### config.mk
export PLATFORM = sky130hd
export DESIGN_NAME = tlp_tag_scheduler
export DESIGN_NICKNAME = d
export VERILOG_FILES = /design/src/rtl/tlp_pkg.sv /design/src/rtl/tlp_rr_arbiter.sv /design/src/rtl/tlp_tag_scheduler.sv
export SDC_FILE = /design/constraint.sdc
export NUM_CORES = 1
export LEC_CHECK = 0
export BUFFER_PORTS_ARGS = -buffer_cell sky130_fd_sc_hd__buf_2
export CAP_MARGIN = 30
export CORE_ASPECT_RATIO = 1.25
export CORE_UTILIZATION = 38
export DETAILED_ROUTE_END_ITERATION = 6
export GPL_ROUTABILITY_DRIVEN = 0
export PLACE_DENSITY = 0.65
export SLEW_MARGIN = 5
export SYNTH_ARGS = -nofsm -noshare
export SYNTH_HDL_FRONTEND = slang
export SYNTH_SLANG_ARGS = --single-unit
### constraint.sdc
create_clock -name clk -period 3.6 [get_ports clk]
set_input_delay 0.36 -clock clk [delete_from_list [all_inputs] [get_ports clk]]
set_output_delay 0.36 -clock clk [all_outputs]
set_load 0.1 [all_outputs]
### src/rtl/tlp_pkg.sv
// Shared types for the non-posted TLP tag scheduler.
// Holds the FSM encoding and the fmt/type field layout.
package tlp_pkg;

  localparam int FMT_W  = 3;
  localparam int TYPE_W = 5;
  localparam int TAG_W  = 10;
  localparam int CNT_W  = 11;

  typedef enum logic {
    IDLE  = 1'b0,
    ISSUE = 1'b1
  } state_t;

  typedef struct packed {
    logic [FMT_W-1:0]  fmt;
    logic [TYPE_W-1:0] typ;
  } fmt_type_t;

endpackage

### src/rtl/tlp_rr_arbiter.sv
// Round-robin pick: first requester at or above ptr,
// wrapping around; found=0 when nobody requests.
module tlp_rr_arbiter #(
  parameter int N = 4,
  parameter int W = (N > 1) ? $clog2(N) : 1
) (
  input  logic [N-1:0] req,
  input  logic [W-1:0] ptr,
  output logic [W-1:0] idx,
  output logic         found
);

  int c;

  always_comb begin
    found = 1'b0;
    idx   = '0;
    c     = 0;
    for (int i = 0; i < N; i++) begin
      c = int'(ptr) + i;
      if (c >= N) c = c - N;
      if (!found && req[c]) begin
        found = 1'b1;
        idx   = W'(c);
      end
    end
  end

endmodule

### src/rtl/tlp_tag_scheduler.sv
// Non-posted request scheduler: round-robin grant plus
// tag allocation from a busy bitmap, released by completions.
module tlp_tag_scheduler
  import tlp_pkg::*;
#(
  parameter int NUM_REQ           = 4,
  parameter int NUM_TAGS          = 32,
  parameter bit SUPPORT_10BIT_TAG = 1'b0,
  localparam int RW = (NUM_REQ > 1) ? $clog2(NUM_REQ) : 1
) (
  input  logic                 clk,
  input  logic                 rst,
  input  logic                 sched_en,
  input  logic [NUM_REQ-1:0]   req_valid,
  input  logic [NUM_REQ*8-1:0] req_fmt_type,
  output logic [NUM_REQ-1:0]   req_gnt,
  output logic                 hdr_valid,
  input  logic                 hdr_ready,
  output logic [FMT_W-1:0]     hdr_fmt,
  output logic [TYPE_W-1:0]    hdr_type,
  output logic [RW-1:0]        hdr_req_idx,
  output logic [TAG_W-1:0]     hdr_tag,
  input  logic                 cpl_valid,
  input  logic [TAG_W-1:0]     cpl_tag,
  input  logic                 cpl_last,
  output logic                 cpl_err,
  output logic [CNT_W-1:0]     outstanding,
  output logic                 pool_empty
);

  localparam int TIW = (NUM_TAGS > 1) ? $clog2(NUM_TAGS) : 1;
  localparam int MAX_TAGS = SUPPORT_10BIT_TAG ? 1024 : 256;

  if (NUM_TAGS < 2 || NUM_TAGS > MAX_TAGS) begin : g_bad_tags
    $error("tlp_tag_scheduler: NUM_TAGS out of range");
  end

  state_t              state_q, state_d;
  logic [RW-1:0]       ptr_q, win_idx, idx_q;
  logic                win_found;
  logic [NUM_TAGS-1:0] busy_q, busy_d;
  logic [TIW-1:0]      free_idx, tag_q, cpl_idx;
  logic [CNT_W-1:0]    cnt_q;
  fmt_type_t           ft_q, win_ft;
  logic                cpl_err_q, cpl_in_range, cpl_hit;
  logic                start, hs, rel;

  tlp_rr_arbiter #(
    .N (NUM_REQ),
    .W (RW)
  ) u_arb (
    .req   (req_valid),
    .ptr   (ptr_q),
    .idx   (win_idx),
    .found (win_found)
  );

  always_comb begin
    win_ft = '0;
    for (int i = 0; i < NUM_REQ; i++) begin
      if (RW'(i) == win_idx) win_ft = req_fmt_type[8*i +: 8];
    end
  end

  // Descending scan leaves the lowest free index.
  always_comb begin
    free_idx = '0;
    for (int i = NUM_TAGS - 1; i >= 0; i--) begin
      if (!busy_q[i]) free_idx = TIW'(i);
    end
  end

  assign pool_empty = (cnt_q == CNT_W'(NUM_TAGS));
  assign cpl_idx    = cpl_tag[TIW-1:0];

  assign cpl_in_range =
    ({1'b0, cpl_tag} < CNT_W'(NUM_TAGS)) &&
    (SUPPORT_10BIT_TAG || cpl_tag[9:8] == 2'b00);

  assign cpl_hit = cpl_in_range && busy_q[cpl_idx];
  assign rel     = cpl_valid && cpl_last && cpl_hit;

  always_comb begin
    state_d = state_q;
    start   = 1'b0;
    hs      = 1'b0;
    unique case (state_q)
      IDLE: begin
        if (sched_en && win_found && !pool_empty) begin
          start   = 1'b1;
          state_d = ISSUE;
        end
      end
      ISSUE: begin
        if (hdr_ready) begin
          hs      = 1'b1;
          state_d = IDLE;
        end
      end
      default: state_d = IDLE;
    endcase
  end

  // The issuing tag is never busy, so set and clear cannot collide.
  always_comb begin
    busy_d = busy_q;
    if (hs)  busy_d[tag_q]   = 1'b1;
    if (rel) busy_d[cpl_idx] = 1'b0;
  end

  always_ff @(posedge clk) begin
    if (!rst) begin
      state_q   <= IDLE;
      busy_q    <= '0;
      cnt_q     <= '0;
      ptr_q     <= '0;
      idx_q     <= '0;
      tag_q     <= '0;
      ft_q      <= '0;
      cpl_err_q <= 1'b0;
    end else begin
      state_q   <= state_d;
      busy_q    <= busy_d;
      cnt_q     <= cnt_q + CNT_W'(hs) - CNT_W'(rel);
      cpl_err_q <= cpl_valid && !cpl_hit;
      if (start) begin
        idx_q <= win_idx;
        tag_q <= free_idx;
        ft_q  <= win_ft;
      end
      if (hs) begin
        ptr_q <= (idx_q == RW'(NUM_REQ - 1)) ? '0 : idx_q + 1'b1;
      end
    end
  end

  always_comb begin
    req_gnt = '0;
    if (hs) req_gnt[idx_q] = 1'b1;
  end

  assign hdr_valid   = (state_q == ISSUE);
  assign hdr_fmt     = ft_q.fmt;
  assign hdr_type    = ft_q.typ;
  assign hdr_req_idx = idx_q;
  assign hdr_tag     = TAG_W'(tag_q);
  assign cpl_err     = cpl_err_q;
  assign outstanding = cnt_q;

endmodule

==> metrics.txt <==
status=finished clean; Worst Setup End Kind=flop; Final ANT Viol Nets=0; CTS clk-pin slew, worst paths=0.06 ns; power per cell area=between 500 and 600 nW/um^2; routed wire length=12,100 um; first-pass GRT wire length=~19,000 um; most frequent cells in the layout=buf_2 (83), dfxtp_1 (62), nor2_1 (52); max-cap check violation count=0; final setup margin=0.106 ns; Synth Area in Compound Gates=approximately 23%; CP peak stage delay=0.46 ns; CP Buf/Inv Count=2; Max Fclk=286 MHz; dpl ws=-0.279 ns; Final Skew=between 0.007 and 0.008 ns; Final Cycle Share=97.1%; Post-CTS Hold Buffers=0; slew margin rel.=43.6%; commonest non-fill, non-tap cell in the layout=buf_2; Synth Area in Adders=6.41%; num rows=around 40; Via-to-Cell Ratio=5.82; Max FO, Critical Path=3; Ant. Diodes=0; Post-DP Area=4800 sq um; Die W=94.0 um; Post-synth EDFFs=0; Final #Nets=682; post-layout min period=3.49 ns; crit path DAT=3.71 ns; Yosys warning count=0; async set-reset flop share out of synthesis=0%; CORE AREA=between 10,000 and 15,000 sq um; sequential area share after synthesis=30.9%; Core Util, Final=50.1%; startpoint types=flop; Critical Path RT=3.82 ns; number of distinct library cells after synthesis=65; initial antenna violation count=0; grt ovf=0; Hold Vio Cnt, Final=0; CP delay by family, top=compound AO/OA/AOI/OAI gates; vias post-DR=approximately 4,300; post-synthesis mux area share=under 10%; worst path cell trace=mux4_2 -> and2_1 -> o21a_1 -> a211oi_2 -> nor2_1 -> ha_1 -> inv_1 -> ha_1 -> inv_1 -> fa_1 -> nor2b_2 -> o311ai_2 -> o2bb2ai_2 -> o21ai_1 -> mux2_2; Post-Synth XOR/XNOR Area=less than 1%; TritonCTS clock tree=done; main combinational cell family by area after synthesis=compound AO/OA/AOI/OAI gates; synthesized flop and latch total=62; die area=approximately 11,000 sq um; Tot GR Track Use=between 20% and 30%; Initial DRC Count=about 300; slowest CP cell=mux4_2; # IOs=90; CTS max path bufs=2; Setup Crit Path Kind=flop to flop; Top FF cell, synth=dfxtp_1; Synth Area in Simple Gates=23.0%; clk sink count=between 60 and 70; vias in the first global route=a little under 4,000; PortBufs=84; area delta synth->final=27.1%; DR WL/cell=16.2 um; largest net degree at the start of global routing=51; Hold WC Path Type=input pin to flop; worst hold slack=between 0.2 and 0.3 ns; clock root buffer=clkbuf_16; fin. max-slew vios=0; Post-Syn Instances=501; fraction of layout cells with a size suffix above 1=25.7%; Die Ht=~120 um; H-tree levels=3; Least-Margin Pin Slew=0.846 ns; filler cell count=991; Finish-stage setup viols=0; Post-Syn Area=between 4000 and 5000 sq um; Worst-Skew Late Latency=0.33 ns; TritonCTS buffer count=9; Initial Utilization=between 30% and 40%; iteration count of the initial detailed-routing pass=5; Post-route DRC=0; Peak VDD IR=0.000235 V; fin area=5110 sq um; leakage power=2.12 nW; post-detail-place hpwl=between 9000 and 10,000 um; Mapped Avg Cell Area=8.03 sq um
## where the power goes
group	switching [W]	total [W]	leakage, nW	internal (W)
clock network	0.000304	0.000823	0.142	0.000519
registers	0.0000447	0.000789	0.504	0.000744
logic	0.000784	0.00112	1.48	0.000340
## metrics by stage
step	instances	power [W]	setup TNS [ns]
6_report	744	0.00274	0
5_1_grt	744	0.00287	-0.0422
4_1_cts	743	0.00273	0
3_5_place_dp	727	0.00190	-0.345
3_3_place_gp	726	0.00187	-0.210
2_1_floorplan	505	0.00168	0
## synth_stat cells, types with 13 or more instances
cell type,n,share of area [%]
nand2_1,30,2.8
nand3_1,23,2.9
nor3_1,13,1.6
ha_1,19,5.9
dfxtp_1,62,31
a41oi_1,16,3.5
mux2i_1,27,6.7
nor2_1,52,4.9
inv_1,28,2.6
o21ai_0,43,5.4
a21oi_1,34,4.2
clkbuf_1,15,1.4
## cells by family (layout without fill, tap and decap cells)
group | after synthesis | in the layout
muxes | 33 | 33
and+or+nand+nor | 181 | 181
other | 1 | 5
AOI/OAI and AO/OA | 139 | 139
DFF | 62 | 62
adders and majority gates | 20 | 20
buffers and inverters | 61 | 171
xor gates and xnor gates | 4 | 4
## final timing paths
path | depth (start not counted) | to | slack, ns | start
setup reg to reg | 15 | outstanding[10] | 0.11 | busy_q[14]
setup / recovery | 15 | outstanding[10] | 0.11 | busy_q[14]
hold reg to reg | 2 | hdr_fmt[0] | 0.48 | hdr_fmt[0]
hold / removal | 2 | cpl_err | 0.28 | cpl_valid
## routing by layer
metal | GRT usage [%] | share of wire (%)
met4 | 14.3 | 4.3
met2 | 37.3 | 47
met3 | 2.91 | 7.5
met1 | 26.3 | 41
met5 | 0 | 0
## repair_timing
action | CTS | global route
hold endpoints to repair | 0 | 0
setup buffers | 0 | 1
endpoints found under the setup margin | 0 | 1
gates resized for setup | 0 | 5
## state kept, by name (all words and copies together) (netlist names)
signal / cells
hdr_valid: 1
outstanding: 11
busy_q: 32
cpl_err: 1
tag_q: 5
hdr_type: 5
ptr_q: 2
hdr_fmt: 3
hdr_req_idx: 2
## layout make-up
class                   count  area [sq um]  area share [%]
clock buffers              13           270            5.29
flip-flops and latches     62          1240            24.3
repair buffers            126           746            14.6
inverters                  29           109            2.13
clock inverters             3          17.5           0.343
well taps                 129           161            3.16
multi-input cells         382          2570            50.2
No activity file was read; power rests on OpenSTA's default activity.
